===== config.mk =====
export PLATFORM = sky130hd
export DESIGN_NAME = obuf_drain
export DESIGN_NICKNAME = d
export VERILOG_FILES = /design/src/rtl/obuf_drain_pkg.sv /design/src/rtl/obuf_drain_fifo.sv /design/src/rtl/obuf_drain.sv
export SDC_FILE = /design/constraint.sdc
export NUM_CORES = 2
export LEC_CHECK = 0
export BUFFER_PORTS_ARGS = -buffer_cell sky130_fd_sc_hd__buf_4
export CAP_MARGIN = 10
export CORE_ASPECT_RATIO = 1.5
export CORE_UTILIZATION = 40
export DETAILED_ROUTE_END_ITERATION = 6
export GPL_TIMING_DRIVEN = 1
export HOLD_SLACK_MARGIN = 0.1
export PLACE_DENSITY = 0.57
export REMOVE_ABC_BUFFERS = 1
export SKIP_CTS_REPAIR_TIMING = 1
export SYNTH_ARGS = -nofsm -noshare
export SYNTH_HDL_FRONTEND = slang
export SYNTH_HIERARCHICAL = 1
export SYNTH_SLANG_ARGS = --single-unit

===== constraint.sdc =====
create_clock -name clk -period 48.8 [get_ports clk]
set_input_delay 7.32 -clock clk [delete_from_list [all_inputs] [get_ports clk]]
set_output_delay 7.32 -clock clk [all_outputs]
set_load 0.02 [all_outputs]

===== src/rtl/obuf_drain_pkg.sv =====
// Shared types and default widths for the obuf drain reader (obuf_drain and obuf_drain_fifo).
package obuf_drain_pkg;

    localparam int DEFAULT_MEM_ADDR_WIDTH = 15;
    localparam int DEFAULT_MEM_DATA_WIDTH = 256;
    localparam int DEFAULT_LEN_WIDTH      = 16;
    localparam int DEFAULT_FIFO_DEPTH     = 4;

    typedef enum logic [1:0] {
        IDLE  = 2'd0,
        ISSUE = 2'd1,
        FLUSH = 2'd2
    } state_e;

endpackage


===== src/rtl/obuf_drain_fifo.sv =====
// Small synchronous FIFO that absorbs obuf read data; exposes count and the head entry directly.
module obuf_drain_fifo
    import obuf_drain_pkg::*;
#(
    parameter int DEPTH = DEFAULT_FIFO_DEPTH,
    parameter int WIDTH = DEFAULT_MEM_DATA_WIDTH
) (
    input  logic                     clk,
    input  logic                     reset,
    input  logic                     push,
    input  logic [WIDTH-1:0]         push_data,
    input  logic                     pop,
    output logic [$clog2(DEPTH):0]   count,
    output logic [WIDTH-1:0]         head_data
);

    localparam int AW = $clog2(DEPTH);
    localparam int CW = AW + 1;

    logic [WIDTH-1:0] mem_q [DEPTH];
    logic [AW-1:0]    head_q;
    logic [AW-1:0]    tail_q;
    logic [CW-1:0]    count_q;

    // NOTE: storage is reset so the head entry (and thus m_data) reads 0 after reset.
    always_ff @(posedge clk or posedge reset) begin
        if (reset) begin
            for (int i = 0; i < DEPTH; i++) begin
                mem_q[i] <= '0;
            end
            head_q  <= '0;
            tail_q  <= '0;
            count_q <= '0;
        end else begin
            if (push) begin
                mem_q[tail_q] <= push_data;
                tail_q        <= tail_q + AW'(1);
            end
            if (pop) begin
                head_q <= head_q + AW'(1);
            end
            case ({push, pop})
                2'b10:   count_q <= count_q + CW'(1);
                2'b01:   count_q <= count_q - CW'(1);
                default: count_q <= count_q;
            endcase
        end
    end

    assign count     = count_q;
    assign head_data = mem_q[head_q];

endmodule


===== src/rtl/obuf_drain.sv =====
// Drains a contiguous obuf address range into a valid/ready beat stream.
// Optional OBUF_DRAIN_STALL_CNT_EN adds a saturating stall_cycles counter output.
module obuf_drain
    import obuf_drain_pkg::*;
#(
    parameter int MEM_ADDR_WIDTH = DEFAULT_MEM_ADDR_WIDTH,
    parameter int MEM_DATA_WIDTH = DEFAULT_MEM_DATA_WIDTH,
    parameter int LEN_WIDTH      = DEFAULT_LEN_WIDTH,
    parameter int FIFO_DEPTH     = DEFAULT_FIFO_DEPTH
) (
    input  logic                      clk,
    input  logic                      reset,
    input  logic                      start,
    input  logic [MEM_ADDR_WIDTH-1:0] base_addr,
    input  logic [LEN_WIDTH-1:0]      num_beats,
    output logic                      busy,
    output logic                      done,
    output logic                      obuf_read_req,
    output logic [MEM_ADDR_WIDTH-1:0] obuf_read_addr,
    input  logic [MEM_DATA_WIDTH-1:0] obuf_read_data,
    output logic                      m_valid,
    input  logic                      m_ready,
    output logic [MEM_DATA_WIDTH-1:0] m_data,
    output logic                      m_last
`ifdef OBUF_DRAIN_STALL_CNT_EN
    ,
    output logic [31:0]               stall_cycles
`endif
);

    localparam int CW = $clog2(FIFO_DEPTH) + 1;

    state_e                    state_q;
    logic [MEM_ADDR_WIDTH-1:0] base_q;
    logic [LEN_WIDTH-1:0]      len_q;
    logic [LEN_WIDTH-1:0]      issued_q;
    logic [LEN_WIDTH-1:0]      accepted_q;
    logic                      inflight_q;
    logic                      done_q;

    logic [CW-1:0]             fifo_count;
    logic [CW-1:0]             credit_used;
    logic                      fire;
    logic                      last_issue;

    // A read is only issued when the FIFO can absorb it even if nothing is popped meanwhile.
    assign credit_used    = fifo_count + CW'(inflight_q);
    assign obuf_read_req  = (state_q == ISSUE) && (credit_used < CW'(FIFO_DEPTH));
    assign obuf_read_addr = base_q + MEM_ADDR_WIDTH'(issued_q);
    assign last_issue     = obuf_read_req && (issued_q == len_q - LEN_WIDTH'(1));

    assign m_valid = (fifo_count != '0);
    assign m_last  = m_valid && (accepted_q == len_q - LEN_WIDTH'(1));
    assign fire    = m_valid && m_ready;
    assign busy    = (state_q != IDLE);
    assign done    = done_q;

    obuf_drain_fifo #(
        .DEPTH (FIFO_DEPTH),
        .WIDTH (MEM_DATA_WIDTH)
    ) u_fifo (
        .clk       (clk),
        .reset     (reset),
        .push      (inflight_q),
        .push_data (obuf_read_data),
        .pop       (fire),
        .count     (fifo_count),
        .head_data (m_data)
    );

    always_ff @(posedge clk or posedge reset) begin
        if (reset) begin
            state_q    <= IDLE;
            base_q     <= '0;
            len_q      <= '0;
            issued_q   <= '0;
            accepted_q <= '0;
            inflight_q <= 1'b0;
            done_q     <= 1'b0;
        end else begin
            inflight_q <= obuf_read_req;
            done_q     <= 1'b0;
            if (fire) begin
                accepted_q <= accepted_q + LEN_WIDTH'(1);
            end
            case (state_q)
                IDLE: begin
                    if (start) begin
                        base_q     <= base_addr;
                        len_q      <= num_beats;
                        issued_q   <= '0;
                        accepted_q <= '0;
                        if (num_beats == '0) begin
                            done_q <= 1'b1;
                        end else begin
                            state_q <= ISSUE;
                        end
                    end
                end
                ISSUE: begin
                    if (obuf_read_req) begin
                        issued_q <= issued_q + LEN_WIDTH'(1);
                    end
                    if (last_issue) begin
                        state_q <= FLUSH;
                    end
                end
                FLUSH: begin
                    if (fire && m_last) begin
                        state_q <= IDLE;
                        done_q  <= 1'b1;
                    end
                end
                default: state_q <= IDLE;
            endcase
        end
    end

`ifdef OBUF_DRAIN_STALL_CNT_EN
    logic [31:0] stall_q;

    always_ff @(posedge clk or posedge reset) begin
        if (reset) begin
            stall_q <= '0;
        end else if ((state_q == IDLE) && start) begin
            stall_q <= '0;
        end else if (m_valid && !m_ready && (stall_q != '1)) begin
            stall_q <= stall_q + 32'd1;
        end
    end

    assign stall_cycles = stall_q;
`endif

endmodule

Word level (Yosys, flattened, before mapping)
Index checks and enable logic that the tools add are counted.
{"block": "word_totals", "out_inout_bits": 276, "inputBits": 291, "register_bits": 1098}
{"block": "classes", "bitwise": 2, "eq_ne": 11, "magnitude_cmp": 4, "mux": 22, "n_reduce_logical": 15, "addsub": 9}
{"operator": "bitwise mux 1024 bit", "n": 1}
{"operator": "2-to-1 mux 256 bit", "n": 3}
{"operator": "binary-select mux 256 bit (select 2 bit)", "n": 1}
{"operator": "demux 256 bit (select 2 bit)", "n": 1}
{"operator": "2-to-1 mux 16 bit", "n": 5}
{"operator": "adder 16 x 1 -> 16 bit (second input constant)", "n": 2}
{"operator": "equality test 16 bit", "n": 2}
{"operator": "one-hot mux 16 bit (2 select lines)", "n": 1}
{"operator": "logical NOT 16 bit", "n": 1}
{"operator": "subtractor 16 x 1 -> 16 bit (second input constant)", "n": 1}
{"operator": "adder 15 bit", "n": 1}
{"operator": "inequality test 2 bit (second input constant)", "n": 5}
{"operator": "2-to-1 mux 2 bit", "n": 4}
{"operator": ">= comparator 3 bit (second input constant)", "n": 2}
{"operator": "logical AND 1 bit", "n": 6}
{"operator": "NOT 2 -> 3 bit", "n": 2}
{"operator": "one-hot mux 2 bit (3 select lines)", "n": 1}
{"operator": "one-hot mux 3 bit (2 select lines)", "n": 1}
{"operator": "nonzero test 2 bit", "n": 3}
{"operator": "adder 2 x 1 -> 2 bit (second input constant)", "n": 2}
{"operator": "equality test 2 x 1 -> 1 bit (second input constant)", "n": 2}
{"operator": "equality test 2 bit (second input constant)", "n": 2}
{"operator": "AND reduction 4 bit", "n": 1}
{"operator": "adder 3 x 1 -> 3 bit", "n": 1}
{"operator": "10 further kinds", "n": 12}

Longest topological paths before layout
{"block": "depth", "depth_word": 6, "depth_mapped": 10, "depth_no_buf": 10}

Modules after synthesis
Netlist, hierarchy kept.
{"module": "obuf_drain_fifo", "cells_each": 2511, "seq_area_each_um2": 25799.7, "area_per_inst_um2": 44965.6, "n_inst": 1}
{"module": "obuf_drain", "cells_each": 488, "seq_area_each_um2": 1676.6, "area_per_inst_um2": 4575.6, "n_inst": 1}

Least setup slack after synthesis
OpenSTA, ideal clock, no wires.
{"block": "synth_timing", "path_type": "reg-to-output", "startpoint": "register issued_q[0]", "endpoint": "output obuf_read_addr[14]", "arrival_time_ns": 2.479, "stages_incl_launch_ff": 11, "slack_ns": 39.001, "n_path_buf": 0, "path_cell_list": "dfrtp_1 ha_1 inv_1 fa_1 nor2b_1 o31a_1 o211ai_1 a21oi_1 o31ai_1 nor2_1 a211oi_1"}
{"block": "synth_via", "elab_chain_len": 1}
{"item": "start, declared", "line": "obuf_drain.sv:36", "source": "logic [LEN_WIDTH-1:0] issued_q;"}
{"item": "start signal, assigned", "line": "obuf_drain.sv:102", "source": "issued_q <= issued_q + LEN_WIDTH'(1);"}
{"item": "adder 15 bit", "line": "obuf_drain.sv:49", "source": "assign obuf_read_addr = base_q + MEM_ADDR_WIDTH'(issued_q);"}
{"item": "end, declared", "line": "obuf_drain.sv:19", "source": "output logic [MEM_ADDR_WIDTH-1:0] obuf_read_addr,"}
No other way between the ends.

Final worst setup path
{"block": "layout_timing", "startpoint": "register u_fifo.head_q[1]", "endpoint": "output m_data[195]"}
{"block": "layout_via", "elab_chain_len": 4}
{"item": "start, declared", "line": "obuf_drain_fifo.sv:21", "source": "logic [AW-1:0] head_q;"}
{"item": "start signal, assigned", "line": "obuf_drain_fifo.sv:40", "source": "head_q <= head_q + AW'(1);"}
{"item": "NOT 2 -> 3 bit (implied by the code)", "line": "obuf_drain_fifo.sv:51", "source": "assign head_data = mem_q[head_q];"}
{"item": "binary-select mux 256 bit (select 2 bit)", "line": "obuf_drain_fifo.sv:51"}
{"item": "2-to-1 mux 256 bit (implied by the code) (2 in series)", "line": "obuf_drain_fifo.sv:51"}
{"item": "end, declared", "line": "obuf_drain.sv:23", "source": "output logic [MEM_DATA_WIDTH-1:0] m_data,"}
No other way between the ends. The select of a mux whose other input is x is not followed.

==> metrics.csv <==
metric;value;unit
fp.dieH;433;µm
yosysTopAreaCell;dfrtp_1;
cp-end-kind;primary output;
grt_pass1_wl;188000;µm
r2r-start;inflight_q;
dr.first_iter.drc_count;987;
cp.required;41.48;ns
ant_nets;0;
clk_pin_slew;0.06;ns
final.period_utilization;25.1;%
layout_commonest_cell;dfrtp_1;
hp-class;reg -> reg;
insertion_delay;0.71;ns
synth-seq-cells;1098;
synth_xor_xnor_area_share;1.56;%
syn_avg_cell_area;16.5;µm²
hold_viol_final;0;
whs_path_depth;1;
die-area;125000;µm²
ff2ff_path_depth;4;
r2r_slack;44.86;ns
whs_endpoint;u_fifo/mem_q[538];
holdCritStartpoint;u_fifo/mem_q[538];
final_cell_mix;1096 x dfrtp_1, 1052 x mux2_2, 608 x buf_4, 256 x mux4_2, 113 x clkbuf_16;
vias;27600;
synth-simple-area-share;2.09;%
clkSinkCount;1098;
grt-ovfl-total;0;
setup_viol;0;
drv_slew;0;
ys_types;62;
initial_core_util;40.5;%
numCtsBuffers;110;
antenna_found_initial;20;
dp_slack;37.07;ns
skew;0.0150;ns
fin_hold_ws;0.497;ns
stdcell_count;5215;
synth_fa_ha_area_share;0.636;%
drt_pass1_iterations;4;
grt_pass1_vias;30500;
tritoncts;yes;
syn_area;49500;µm²
r2r_end;u_fifo/mem_q[114];
power_density;80.2;nW/µm²
synth_warnings;6;
synthCells;2999;
htreeDepth;3;
grt_max_degree;141;
worstPathMaxFanout;43;
final_nets;3842;
worst_slack;36.56;ns
gp_congestion;0.794;
seq_area_frac_synth;55.5;%
synthMuxAreaShare;35.5;%
clock_path_buffers;3;
async_reset_ff_share;100;%
fill_cells;10800;
status;completed;
dp_hpwl;78000;µm
fin_setup_tns;0;ns
ir_drop;0.0000428;V
drcViolationCount;0;
worstPathArrival;4.92;ns
relSlewSlack;29.3;%
drt-total-wl;122000;µm
ctsRootBufferMaster;clkbuf_16;
die_w;289;µm
core.rowCount;157;
rsz0062_at_grt;false;
coreArea;122000;µm²
synthTopCellsByArea;dfrtp_1 55%, mux2_2 24%, mux4_2 12%;
start_kind;flip-flop;
dp_cells;5005;
port_buffers;566;
io_pins;567;
grtUsageTotal;19.6;%
synth_top_family_by_area;multiplexers;
synth_top_area_share;55.5;%
synth-compound-area-share;0.972;%
ys_dominant_reg_cell;dfrtp_1;
power_leakage;24.7;nW
timing.fmax;81.7;MHz
drv_cap;0;
area_delta_synth_final;17.4;%
path_class;reg -> out;
tightest_slew;1.06;ns
wire_per_inst;23.3;µm
routed_via_density;5.29;
drive_gt1_share;58.2;%
synth_edf_count;0;
post-route-min-period;12.24;ns
## cell type report
| type | count | area, µm² | share of cell area, % |
|---|---|---|---|
| sequential | 1098 | 27500 | 47.2 |
| multi-input combinational | 1686 | 20300 | 34.9 |
| timing repair buffer | 610 | 4600 | 7.92 |
| clock buffer | 165 | 3230 | 5.56 |
| tap | 1590 | 1990 | 3.42 |
| clock inverter | 31 | 460 | 0.792 |
| inverter | 21 | 86.3 | 0.148 |
| antenna | 14 | 35.0 | 0.0602 |
## worst max-delay path by stage
stage | cells past startpoint | slack [ns] | endpoint | start
detailed placement | 5 | 37.07 | m_data[195] | u_fifo/head_q[1]
floorplan | 1 | 12.47 | u_fifo/count[0] | reset
finish | 5 | 36.56 | m_data[195] | u_fifo/head_q[1]
global placement | 5 | 37.11 | m_data[195] | u_fifo/head_q[1]
global route | 5 | 36.11 | m_data[195] | u_fifo/head_q[1]
CTS | 5 | 36.28 | m_data[195] | u_fifo/head_q[1]
## per-stage QoR
stage / utilization [%] / cell area (µm²) / power [W]
finish: 47.5 / 58200 / 0.00467
CTS: 47.5 / 58100 / 0.00474
floorplan: - / 47800 / 0.00325
detailed placement: 44.5 / 54400 / 0.00386
global route: 47.5 / 58200 / 0.00494
global placement: 44.5 / 54400 / 0.00382
## per-layer routing
layer	wire length, µm	global-route usage [%]	vias to the layer above	share of wire, %
li1	-	-	12200	-
met1	47500	23.3	14700	39
met2	62500	33.7	552	51
met3	8510	5.49	177	7.0
met4	2880	6.93	18	2.4
met5	127	0	-	0.10
## power breakdown
group	switching, W	leakage (nW)	total (W)	internal (W)
Clock	0.000364	1.80	0.000868	0.000504
Sequential	0.000255	12.9	0.00163	0.00137
Combinational	0.00101	10.1	0.00217	0.00116
## registers in the layout (all words and copies together) (netlist names)
| signal | flops |
|---|---|
| u_fifo/mem_q | 1024 |
| done | 1 |
| state_q | 2 |
| inflight_q | 1 |
| len_q | 16 |
| u_fifo/head_q | 2 |
| issued_q | 16 |
| u_fifo/count | 3 |
| u_fifo/tail_q | 2 |
| base_q | 15 |
| accepted_q | 16 |
## cells by family (layout without fill, tap and decap cells)
kind of cell             Yosys count  count (layout)
flip-flops                      1098            1098
buffers and inverters            215             827
adder cells (fa/ha/maj)           24              24
XOR/XNOR                          85              85
AO/OA/AOI/OAI                     73              73
AND/OR/NAND/NOR                  196             196
other                              0              14
multiplexers                    1308            1308
## worst max-delay path, stage by stage (launching register included)
cell	delay (ns)
dfrtp_4	0.99
buf_4	0.80
buf_4	0.65
buf_4	0.81
mux4_2	0.64
buf_4	0.18
## cell usage after synthesis, drive strengths merged (4+ instances only)
library cell	number
a21oi	20
a31oi	4
and3	12
buf	176
clkbuf	18
dfrtp	1098
ha	22
inv	20
mux2	1052
mux4	256
nand2	36
nand2b	5
nand3	23
nand3b	5
nand4	8
nor2	52
nor3	12
nor4	11
o211ai	4
o21a	4
o21ai	15
or3	11
or4	4
xnor2	45
xor2	38
Note: power is estimated with default switching activity, not from simulation.
